==> config.mk <==
export PLATFORM = sky130hd
export DESIGN_NAME = card_dealer
export DESIGN_NICKNAME = d
export VERILOG_FILES = /design/src/rtl/baccarat_pkg.sv /design/src/rtl/card_shoe.sv /design/src/rtl/card_dealer.sv
export SDC_FILE = /design/constraint.sdc
export NUM_CORES = 1
export LEC_CHECK = 0
export BUFFER_PORTS_ARGS = -buffer_cell sky130_fd_sc_hd__buf_2
export CORE_MARGIN = 2
export CORE_UTILIZATION = 58
export DETAILED_ROUTE_END_ITERATION = 10
export GPL_TIMING_DRIVEN = 0
export PLACE_DENSITY = 0.86
export SLEW_MARGIN = 20
export SYNTH_ARGS = -nofsm -noshare
export SYNTH_HDL_FRONTEND = slang
export SYNTH_SLANG_ARGS = --single-unit
==> constraint.sdc <==
create_clock -name slow_clock -period 8.4 [get_ports slow_clock]
set_clock_uncertainty 0.2 [all_clocks]
set_input_delay 0.84 -clock slow_clock [delete_from_list [all_inputs] [get_ports slow_clock]]
set_output_delay 0.84 -clock slow_clock [all_outputs]
set_load 0.005 [all_outputs]
==> src/rtl/baccarat_pkg.sv <==
// Shared types and helpers for the baccarat game: card ranks, card value and
// the state encoding used by the game statemachine.
package baccarat_pkg;

    typedef logic [3:0] rank_t;

    localparam rank_t RANK_EMPTY = 4'd0;
    localparam rank_t RANK_ACE   = 4'd1;
    localparam rank_t RANK_KING  = 4'd13;

    typedef enum logic [3:0] {
        ST_IDLE,
        ST_DEAL_P1,
        ST_DEAL_D1,
        ST_DEAL_P2,
        ST_DEAL_D2,
        ST_DEAL_P3,
        ST_DEAL_D3,
        ST_RESULT
    } state_t;

    // Baccarat value: pips count at face value, tens and court cards count zero.
    function automatic logic [3:0] card_value(input rank_t r);
        return (r >= RANK_ACE && r <= 4'd9) ? r : 4'd0;
    endfunction

endpackage

==> src/rtl/card_shoe.sv <==
// Card source: free-running rank counter plus, when SHOE_TRACK_EN is defined,
// a finite shoe with per-rank counts, wrap-around search and reshuffle.
module card_shoe
    import baccarat_pkg::*;
#(
    parameter int NUM_DECKS    = 1,
    parameter int RESHUFFLE_AT = 6
) (
    input  logic       clk,
    input  logic       reset,
    input  logic       new_hand,
    input  logic       draw,
    output rank_t      rank,
    output logic [7:0] cards_left,
    output logic       empty
);

    localparam logic [7:0] FULL_SHOE = 8'(52 * NUM_DECKS);
    localparam logic [7:0] PER_RANK  = 8'(4 * NUM_DECKS);

    rank_t ctr;

    always_ff @(posedge clk) begin
        if (reset)
            ctr <= RANK_ACE;
        else
            ctr <= (ctr == RANK_KING) ? RANK_ACE : ctr + 4'd1;
    end

`ifdef SHOE_TRACK_EN
    logic [7:0] count [13];
    logic [3:0] base;
    logic [4:0] sum;
    logic [3:0] pick_idx;
    logic       found;

    // First rank with cards remaining, searching upward from the counter.
    always_comb begin
        base     = ctr - 4'd1;
        sum      = 5'd0;
        pick_idx = 4'd0;
        found    = 1'b0;
        for (int i = 0; i < 13; i++) begin
            sum = {1'b0, base} + 5'(i);
            if (sum >= 5'd13) sum = sum - 5'd13;
            if (sum >= 5'd13) sum = sum - 5'd13;
            if (!found && count[sum[3:0]] != 8'd0) begin
                found    = 1'b1;
                pick_idx = sum[3:0];
            end
        end
    end

    assign rank  = found ? rank_t'(pick_idx + 4'd1) : RANK_EMPTY;
    assign empty = (cards_left == 8'd0);

    always_ff @(posedge clk) begin
        if (reset) begin
            for (int i = 0; i < 13; i++) count[i] <= PER_RANK;
            cards_left <= FULL_SHOE;
        end else if (new_hand) begin
            if (cards_left < 8'(RESHUFFLE_AT)) begin
                for (int i = 0; i < 13; i++) count[i] <= PER_RANK;
                cards_left <= FULL_SHOE;
            end
        end else if (draw && !empty) begin
            count[pick_idx] <= count[pick_idx] - 8'd1;
            cards_left      <= cards_left - 8'd1;
        end
    end
`else
    logic unused_shoe_inputs;

    assign unused_shoe_inputs = draw ^ new_hand;
    assign rank       = ctr;
    assign cards_left = FULL_SHOE;
    assign empty      = 1'b0;
`endif

endmodule

==> src/rtl/card_dealer.sv <==
// Card slots, hand scores and strobe error flag for the baccarat datapath.
// Define SHOE_TRACK_EN for a finite shoe; otherwise the deck is infinite.
module card_dealer
    import baccarat_pkg::*;
#(
    parameter int NUM_DECKS    = 1,
    parameter int RESHUFFLE_AT = 6
) (
    input  logic       slow_clock,
    input  logic       reset,
    input  logic       new_hand,
    input  logic       load_pcard1,
    input  logic       load_pcard2,
    input  logic       load_pcard3,
    input  logic       load_dcard1,
    input  logic       load_dcard2,
    input  logic       load_dcard3,
    output logic [3:0] pcard1,
    output logic [3:0] pcard2,
    output logic [3:0] pcard3,
    output logic [3:0] dcard1,
    output logic [3:0] dcard2,
    output logic [3:0] dcard3,
    output logic [3:0] pscore,
    output logic [3:0] dscore,
    output logic [3:0] pcard3_val,
    output logic [7:0] cards_left,
    output logic       strobe_err
);

    // Handshake: load_* strobes have no ready; exactly one high strobe is
    // accepted at the edge it is sampled, and the result is visible after it.
    logic [5:0] loads;
    logic       multi;
    logic       single;
    logic       draw;
    logic       empty;
    rank_t      rank;
    rank_t      slot [6];
    logic [4:0] psum;
    logic [4:0] dsum;

    assign loads  = {load_dcard3, load_dcard2, load_dcard1,
                     load_pcard3, load_pcard2, load_pcard1};
    assign multi  = |(loads & (loads - 6'd1));
    assign single = (|loads) && !multi;
    assign draw   = single && !new_hand;

    card_shoe #(
        .NUM_DECKS   (NUM_DECKS),
        .RESHUFFLE_AT(RESHUFFLE_AT)
    ) u_shoe (
        .clk       (slow_clock),
        .reset     (reset),
        .new_hand  (new_hand),
        .draw      (draw),
        .rank      (rank),
        .cards_left(cards_left),
        .empty     (empty)
    );

    always_ff @(posedge slow_clock) begin
        if (reset) begin
            for (int i = 0; i < 6; i++) slot[i] <= RANK_EMPTY;
            strobe_err <= 1'b0;
        end else if (new_hand) begin
            for (int i = 0; i < 6; i++) slot[i] <= RANK_EMPTY;
        end else if (multi) begin
            strobe_err <= 1'b1;
        end else if (single) begin
            for (int i = 0; i < 6; i++)
                if (loads[i]) slot[i] <= empty ? RANK_EMPTY : rank;
            if (empty) strobe_err <= 1'b1;
        end
    end

    assign pcard1 = slot[0];
    assign pcard2 = slot[1];
    assign pcard3 = slot[2];
    assign dcard1 = slot[3];
    assign dcard2 = slot[4];
    assign dcard3 = slot[5];

    // Sum of three values is at most 27, so two conditional subtracts give mod 10.
    assign psum = 5'(card_value(slot[0])) + 5'(card_value(slot[1])) + 5'(card_value(slot[2]));
    assign dsum = 5'(card_value(slot[3])) + 5'(card_value(slot[4])) + 5'(card_value(slot[5]));

    assign pscore = (psum >= 5'd20) ? 4'(psum - 5'd20) :
                    (psum >= 5'd10) ? 4'(psum - 5'd10) : psum[3:0];
    assign dscore = (dsum >= 5'd20) ? 4'(dsum - 5'd20) :
                    (dsum >= 5'd10) ? 4'(dsum - 5'd10) : dsum[3:0];

    assign pcard3_val = card_value(slot[2]);

endmodule

# Word-level counts from Yosys, hierarchy flattened
# Memory sizes are Yosys's and may differ from the RTL's.
# Cells that the tools add are included.
# totals
mem_bits_rw	24
regBits	5
output_inout_bits	45
memories	1
# classes
n_mux	63
magnitude_cmp	16
bitwise_logic	14
n_eq_ne	1
add_sub_neg	10
reduce_logical	12
# mem_list
memory	words	width	read_ports	rd_ports_with_merged_regs	write_ports	line	text
slot	6	4	6	0	6	card_dealer.sv:39	rank_t slot [6];
# op_table
op	count
$mux W4	22
$mux W1	41
$ge A4 B1 Y1 const B	6
$le A4 B4 Y1 const B	6
$or A1 B1 Y1	12
$reduce_or A6 Y1	2
$add A4 B4 Y5	2
$add A5 B4 Y5	2
$ge A5 B4 Y1 const B	2
$ge A5 B5 Y1 const B	2
$sub A4 B3 Y4 const B	2
$sub A4 B4 Y4 const B	2
$logic_and A1 B1 Y1	7
$and A6 B6 Y6	1
$sub A6 B1 Y6 const B	1
$add A4 B1 Y4 const B	1
$eq A4 B4 Y1 const B	1
$reduce_and A2 Y1	1
$reduce_or A2 Y1	1
$logic_not A1 Y1	1
$not A1 Y1	1

# Logic depth before layout (Yosys ltp)
# Gate-level depths: netlist of run 1.
# depth
depth_word	11
ltp_mapped	12

# Hierarchy
# Synthesis of run 1 repeated with hierarchy kept, for this count alone.
# hier_totals
cells_unflattened	227
area_unflattened_um2	2204.6
# modules_own_cells
mod	seq_area_each_um2	instances	area_each_um2	cells_each
card_dealer	740.7	1	1954.4	198
card_shoe	80.1	1	250.2	29

# Least setup slack after synthesis of run 1
# Ideal clock, no wire load.
# synth_timing
path_kind	reg-to-output
from	mem slot[3][1] (netlist name)
to	out dscore[1]
t_arrival_ps	3064
stages_incl_launch_ff	12
t_required_ps	7360
setup_slack_ps	4296
path_cell_list	edfxtp_1 > nor2b_1 > fa_1 > ha_1 > fa_1 > xor2_1 > inv_1 > ha_1 > nor3b_1 > or4_1 > a211o_1 > o211ai_2
# synth_rtl
item	line	text
from (decl)	card_dealer.sv:39	
to (decl)	card_dealer.sv:25	output logic [3:0] dscore,

==> results of run 1 <==
layout make-up:
cell class	instances	area share, %
tap	48	2.351
buffer	11	2.791
multi-input combinational	173	48.87
clock buffer	7	3.771
timing repair buffer	43	8.423
inverter	10	1.469
clock inverter	1	0.1959
sequential	29	32.13
final timing paths:
check / endpoint / slack (ps) / cells after the start
max: dscore[1] / 3720 / 12
max reg2reg: u_shoe.rank[1] / 7060 / 4
min: strobe_err / 260 / 2
min reg2reg: strobe_err / 260 / 2
placed cells by master (no fill, tap or decap), drive strengths merged, types with 2 or more instances in the layout:
cell and n:
nor4b 2, and2 15, inv 10, clkbuf 10
o211ai 4, nor3b 8, nor2b 13, or3 3
nand3 3, a21oi 10, fa 10, buf 51
nor2 22, xor2 2, a211o 2, mux2i 5
o21ai 13, ha 14, nor4 5, nand2 12
o31ai 2, edfxtp 24, nand3b 4, nand2b 3
a211oi 2, dfxtp 5, a21o 2, conb 8
power by group through the flow:
| stage | clock, mW | combinational (mW) | sequential, mW |
|---|---|---|---|
| finish | 0.120 | 0.114 | 0.170 |
| floorplan | 0 | 0.0790 | 0.172 |
| detailed placement | 0 | 0.113 | 0.173 |
| CTS | 0.123 | 0.114 | 0.170 |
| global placement | 0 | 0.108 | 0.173 |
| global route | 0.131 | 0.130 | 0.171 |
registers in the layout (all words and copies together), names as in the netlist:
signal	flops
slot	24
strobe_err	1
u_shoe.rank	4
logic make-up after synthesis:
family | Yosys count | share of synthesized area, %
DFF | 29 | 38.07
buffers and inverters | 21 | 5.050
and+or+nand+nor | 94 | 24.43
xor gates and xnor gates | 2 | 0.8127
muxes | 5 | 2.322
adders and majority gates | 24 | 17.41
AOI/OAI and AO/OA | 40 | 11.55
other | 2 | 0.3484
per-stage QoR:
step / cells / util (%) / instance area, um2
after floorplan: 223 / - / 2178
after global placement: 314 / 68.04 / 2454
after detailed placement: 314 / 68.04 / 2454
after CTS: 322 / 70.85 / 2555
after global routing: 322 / 70.85 / 2555
final: 322 / 70.85 / 2555
layer usage:
layer	GRT usage, %	up-vias	routed length (um)
met2	39.05	49	2153
met1	24.34	815	1734
li1	-	872	-
met4	8.777	0	64
met5	0	-	0
met3	3.646	8	187
worst max-delay path: stages, from the launching register on:
cell and delay, ps:
edfxtp_1 430, nor2b_1 220, fa_1 430, ha_1 250, fa_1 390, xor2_1 330, inv_1 110, ha_1 190
nor3b_1 150, or4_1 400, a211o_1 310, o211ai_2 60, buf_2 120
==> out/results.txt, run 1 <==
Status -> completed
CTS max path bufs -> 2
Slew Limit Fails -> 0
Synth top area share -> 33.43%
Post-DP HPWL -> 3.381 mm
First-pass GRT wire length -> 6.955 mm
Routed WL per cell -> 12.86 um
Area of the multi-input gates -> 1249 um2
Seq/Total Area, Yosys -> 38.07%
RSZ-0062 raised after global routing -> no
Int Pwr -> 0.2888 mW
Row count -> 22
Worst skew pair latency -> 270 ps
Cell Pwr Density -> 158.5 nW/um2
Post-route ant nets -> 0
Final GP Congestion -> 0.8242
TritonRoute pass-1 iters -> 4
Number of global-route vias before repair -> 1664
Clock sinks -> 29
VDD IR max -> 0.0001008 V
Cts hold-fix bufs -> 0
Worst Hold Class -> flip-flop to flip-flop
Largest net degree at the start of global routing -> 11
P_sw -> 0.1162 mW
Sequential share of power -> 42.1%
Sw Share -> 28.70%
Slew HR -> 56.40%
CTS HTree Levels -> 2
Initial DRC count -> 61
CP max FO -> 6
Top_reg_cell synth -> edfxtp_1
Post-synth cell types -> 39
Synth top cells by count -> edfxtp_1, nor2_1, and2_1, ha_1
Antenna Cells -> 0
Post-route DRC violation count -> 0
Setup Viol. Count Final -> 0
IO buf count -> 43
EDFF count, synth -> 24
Avg Cell Area, Syn -> 9.935 um2
Setup TNS -> 0 ps
Post-synth ARST share -> 0%
I/O pins -> 54
Initial core utilization -> 59.78%
Share of post-route cells with drive strength above 1 -> 22.26%
Hold Path Origin -> strobe_err
Tot GR Track Use -> 21.31%
Core area -> 3606 um2
CTS tree -> yes
Overall via count from detail_route -> 1744
Critical path type -> flip-flop to output pin
Syn-to-layout area delta -> 18.51%
MaxCap Viol Count -> 0
Die Y -> 64.97 um
Minimum clock period after layout -> 4682 ps
Top cells by area, synth -> edfxtp_1, fa_1, ha_1, dfxtp_1, and2_1
Initial antenna violation count -> 0
Crit path launch type -> flip-flop
Combinational Power Share -> 28.2%
Clock root cell -> clkbuf_8
Postcts setup bufs -> 0
Nature of the critical path endpoint -> output pin
Fill cells -> 277
Final wirelength -> 4.140 mm
CP Data Arrival Time -> 3640 ps
Reg-to-Reg Start -> u_shoe.rank[1]
Total power -> 0.4051 mW
CTS buffer count -> 5
Min setup slack post-route -> 3718 ps
Synthesized area -> 2156 um2
Die extent in x -> 64.97 um
Static leakage -> 1.162 nW
CP startpoint -> slot[3][3]
Required time worst endpoint -> 7360 ps
Final worst-path cycle share -> 55.74%
Grt ovf -> 0
Die Area -> 4220 um2
Final Hold Fails -> 0
FF/Latch Area -> 820.8 um2
Vias per Instance -> 5.416
Pre-CTS setup slack -> 3983 ps
Synth Instances -> 217
Worst-path clk slew -> 60 ps
Post-synth top area cell -> edfxtp_1
Clk network pwr share -> 29.7%
CTS resizes -> 0
Synth Register Bits -> 29
Worst-margin pin slew -> 648.5 ps
Most common cell in the synthesized netlist -> edfxtp_1
Hold WS -> 265.0 ps
Yosys warning count -> 0
Achievable frequency -> 213.6 MHz
Nets -> 306
(Power assumes the default switching activity.)
==> run 2, diff against run 1 <==
Settings changed: ABC_AREA set to 1, CORE_UTILIZATION 58 to 49, PLACE_DENSITY 0.86 to 0.77.
Clock period 8.4 ns to 3.95 ns, I/O delays scaled along.
==> out/results.txt, run 2 <==
Post-synth ARST share -> 0% (unchanged)
Largest Register -> slot (unchanged)
Final Hold Fails -> 0 (unchanged)
Most frequent cells in the layout -> nand2_1, buf_2, inv_1, nor2_1, buf_4 (was buf_2, edfxtp_1, nor2_1, and2_1, ha_1)
CP Data Arrival Time -> 3320 ps (was 3640 ps)
Most common cell in the synthesized netlist -> nand2_1 (was edfxtp_1)
Synth top cells by count -> nand2_1, inv_1, nor2_1, edfxtp_1, nand3_1 (was edfxtp_1, nor2_1, and2_1, ha_1)
Largest net degree at the start of global routing -> 11 (unchanged)
Row count -> 24 (was 22)
Routed WL per cell -> 12.47 um (was 12.86 um)
Core area -> 4384 um2 (was 3606 um2)
Post-DP HPWL -> 3.611 mm (was 3.381 mm)
CTS max path bufs -> 2 (unchanged)
Seq/Total Area, Yosys -> 36.48% (was 38.07%)
Slew Limit Fails -> 0 (unchanged)
Static leakage -> 1.483 nW (was 1.162 nW)
Post-route DRC violation count -> 0 (unchanged)
Clock root cell -> clkbuf_8 (unchanged)
Largest register FFs -> 24 (unchanged)
Combinational Power Share -> 32.6% (was 28.2%)
Initial antenna violation count -> 0 (unchanged)
Synthesized area -> 2250 um2 (was 2156 um2)
Cell area after layout -> 3025 um2 (was 2555 um2)
Post-route ant nets -> 0 (unchanged)
Top cells by area, synth -> edfxtp_1, nand2_1, fa_1, ha_1, inv_1 (was edfxtp_1, fa_1, ha_1, dfxtp_1, and2_1)
Initial DRC count -> 59 (was 61)
RSZ-0062 raised after global routing -> yes (was no)
Overall via count from detail_route -> 2024 (was 1744)
Die Y -> 71.76 um (was 64.97 um)
Die extent in x -> 71.76 um (was 64.97 um)
Die Area -> 5149 um2 (was 4220 um2)
Final GP Congestion -> 0.8555 (was 0.8242)
Top_reg_cell synth -> edfxtp_1 (unchanged)
Worst-path clk slew -> 60 ps (about the same)
First-pass GRT wire length -> 7.638 mm (was 6.955 mm)
Placed cell areas -> 2562 um2 (was 2454 um2)
Post-synth top area cell -> edfxtp_1 (unchanged)
Number of global-route vias before repair -> 1798 (was 1664)
Total power -> 0.9279 mW (was 0.4051 mW)
Crit path launch type -> flip-flop (unchanged)
CTS HTree Levels -> 2 (unchanged)
Syn-to-layout area delta -> 34.48% (was 18.51%)
Setup Viol. Count Final -> 0 (unchanged)
CTS buffer count -> 5 (unchanged)
Final wirelength -> 5.173 mm (was 4.140 mm)
CTS tree -> yes (unchanged)
Clk network pwr share -> 28.5% (was 29.7%)
Sw Share -> 31.33% (was 28.70%)
Cell Pwr Density -> 306.7 nW/um2 (was 158.5 nW/um2)
I/O pins -> 54 (unchanged)
Final worst-path cycle share -> 99.06%
Sequential share of power -> 38.8% (was 42.1%)
TritonRoute pass-1 iters -> 4 (unchanged)
MaxCap Viol Count -> 0 (unchanged)
Nets -> 395 (was 306)
Most common cell after layout, fill and taps aside -> nand2_1 (was buf_2)
Required time worst endpoint -> 3360 ps (was 7360 ps)
Grt ovf -> 0 (unchanged)
EDFF count, synth -> 24 (unchanged)
Worst skew pair latency -> 280 ps (was 270 ps)
P_sw -> 0.2907 mW (was 0.1162 mW)
VDD IR max -> 0.0002286 V (was 0.0001008 V)
Fill cells -> 364 (was 277)
Tot GR Track Use -> 18.95% (was 21.31%)
Yosys warning count -> 0 (unchanged)
Antenna Cells -> 0 (unchanged)
Avg Cell Area, Syn -> 8.034 um2 (was 9.935 um2)
Status -> completed (unchanged)
Initial core utilization -> 51.31% (was 59.78%)
Share of post-route cells with drive strength above 1 -> 39.12% (was 22.26%)
Synth top area share -> 32.04% (was 33.43%)
Post-synth cell types -> 26 (was 39)
Hold WS -> 242.9 ps (was 265.0 ps)
Int Pwr -> 0.6372 mW (was 0.2888 mW)
Cts hold-fix bufs -> 0 (unchanged)
Synth Register Bits -> 29 (unchanged)
CP max FO -> 5 (was 6)
Final Util -> 69.01% (was 70.85%)
Worst Hold Class -> input pin to flip-flop (was flip-flop to flip-flop)
Nature of the critical path endpoint -> output pin (unchanged)
Vias per Instance -> 4.877 (was 5.416)
Minimum clock period after layout -> 3913 ps
IO buf count -> 45 (was 43)
Synth Instances -> 280 (was 217)
Achievable frequency -> 255.6 MHz
Critical path type -> flip-flop to output pin (unchanged)
Clock sinks -> 29 (unchanged)
## run 2: cell types whose count changed after synthesis, moves of 13 or more
cell     delta
nor2_1     +16
nor3_1     +20
and2_1     -15
nand3_1    +20
nand2_1    +43
inv_1      +34
nor2b_1    -13
## run 2: path summary, 6_finish.rpt
check,start,end,slack (ps),cells after the start
setup / recovery,slot[2][1],pscore[2],40,17
hold / removal,reset,strobe_err,240,4
setup reg to reg,u_shoe.rank[1],u_shoe.rank[0],2460,5
hold reg to reg,strobe_err,strobe_err,280,2
## run 2: worst max-delay path, cell delays in order, from the launching register on
cell	delay [ps]
edfxtp_1	410
nor2_2	170
inv_2	70
nor2_4	120
o21a_1	180
fa_1	430
ha_2	210
fa_2	600
inv_4	60
ha_2	170
inv_1	50
o21ai_1	50
nand2_1	90
nand3_2	130
nand2_1	90
nand2_1	60
nand2_1	50
buf_2	100
## run 2: layout make-up
class | count | area (um2) | share of cell area, %
inverter | 46 | 177.7 | 5.873
tap | 52 | 65.06 | 2.151
clock inverter | 1 | 5.005 | 0.1654
timing repair buffer | 69 | 409.1 | 13.52
sequential | 29 | 820.8 | 27.13
clock buffer | 7 | 96.34 | 3.184
multi-input combinational | 202 | 1386 | 45.82
buffer | 9 | 65.06 | 2.151
## run 2: per-stage QoR
step,worst slack [ps],instances,TNS (ps)
finish,37.26,415,0
CTS,-0.8782,396,-0.8782
floorplan,421.4,286,0
global route,-127.5,415,-446.7
detailed placement,93.60,383,0
global placement,127.2,383,0
## run 2: power by group through the flow
| stage | clock network, mW | registers [mW] | logic [mW] |
|---|---|---|---|
| after floorplan | 0 | 0.365 | 0.167 |
| after global placement | 0 | 0.365 | 0.232 |
| after detailed placement | 0 | 0.365 | 0.239 |
| after CTS | 0.267 | 0.360 | 0.250 |
| after global routing | 0.285 | 0.363 | 0.340 |
| final | 0.265 | 0.360 | 0.303 |
## run 2: logic make-up (layout without fill, tap and decap cells)
logic type      count (synthesis)  count (layout)  synth area share, %
compound gates                 15              15                3.560
xor+xnor                        3               3                1.168
fa+ha+maj                      24              24                16.69
buf+inv                        55             132                10.57
flops                          29              29                36.49
other cells                     2               8               0.3338
simple gates                  152             152                31.20
## run 2: layer usage
metal	track usage, %	part of all wire [%]
met1	23.43	42
met2	32.41	53
met3	3.094	3.4
met4	8.805	1.8
met5	0	0
## run 2: what timing repair did
item                                    CTS  global route
gates resized for setup                  13            44
buffers inserted                          5            19
pin swaps                                 6            20
endpoints found under the setup margin    5             6
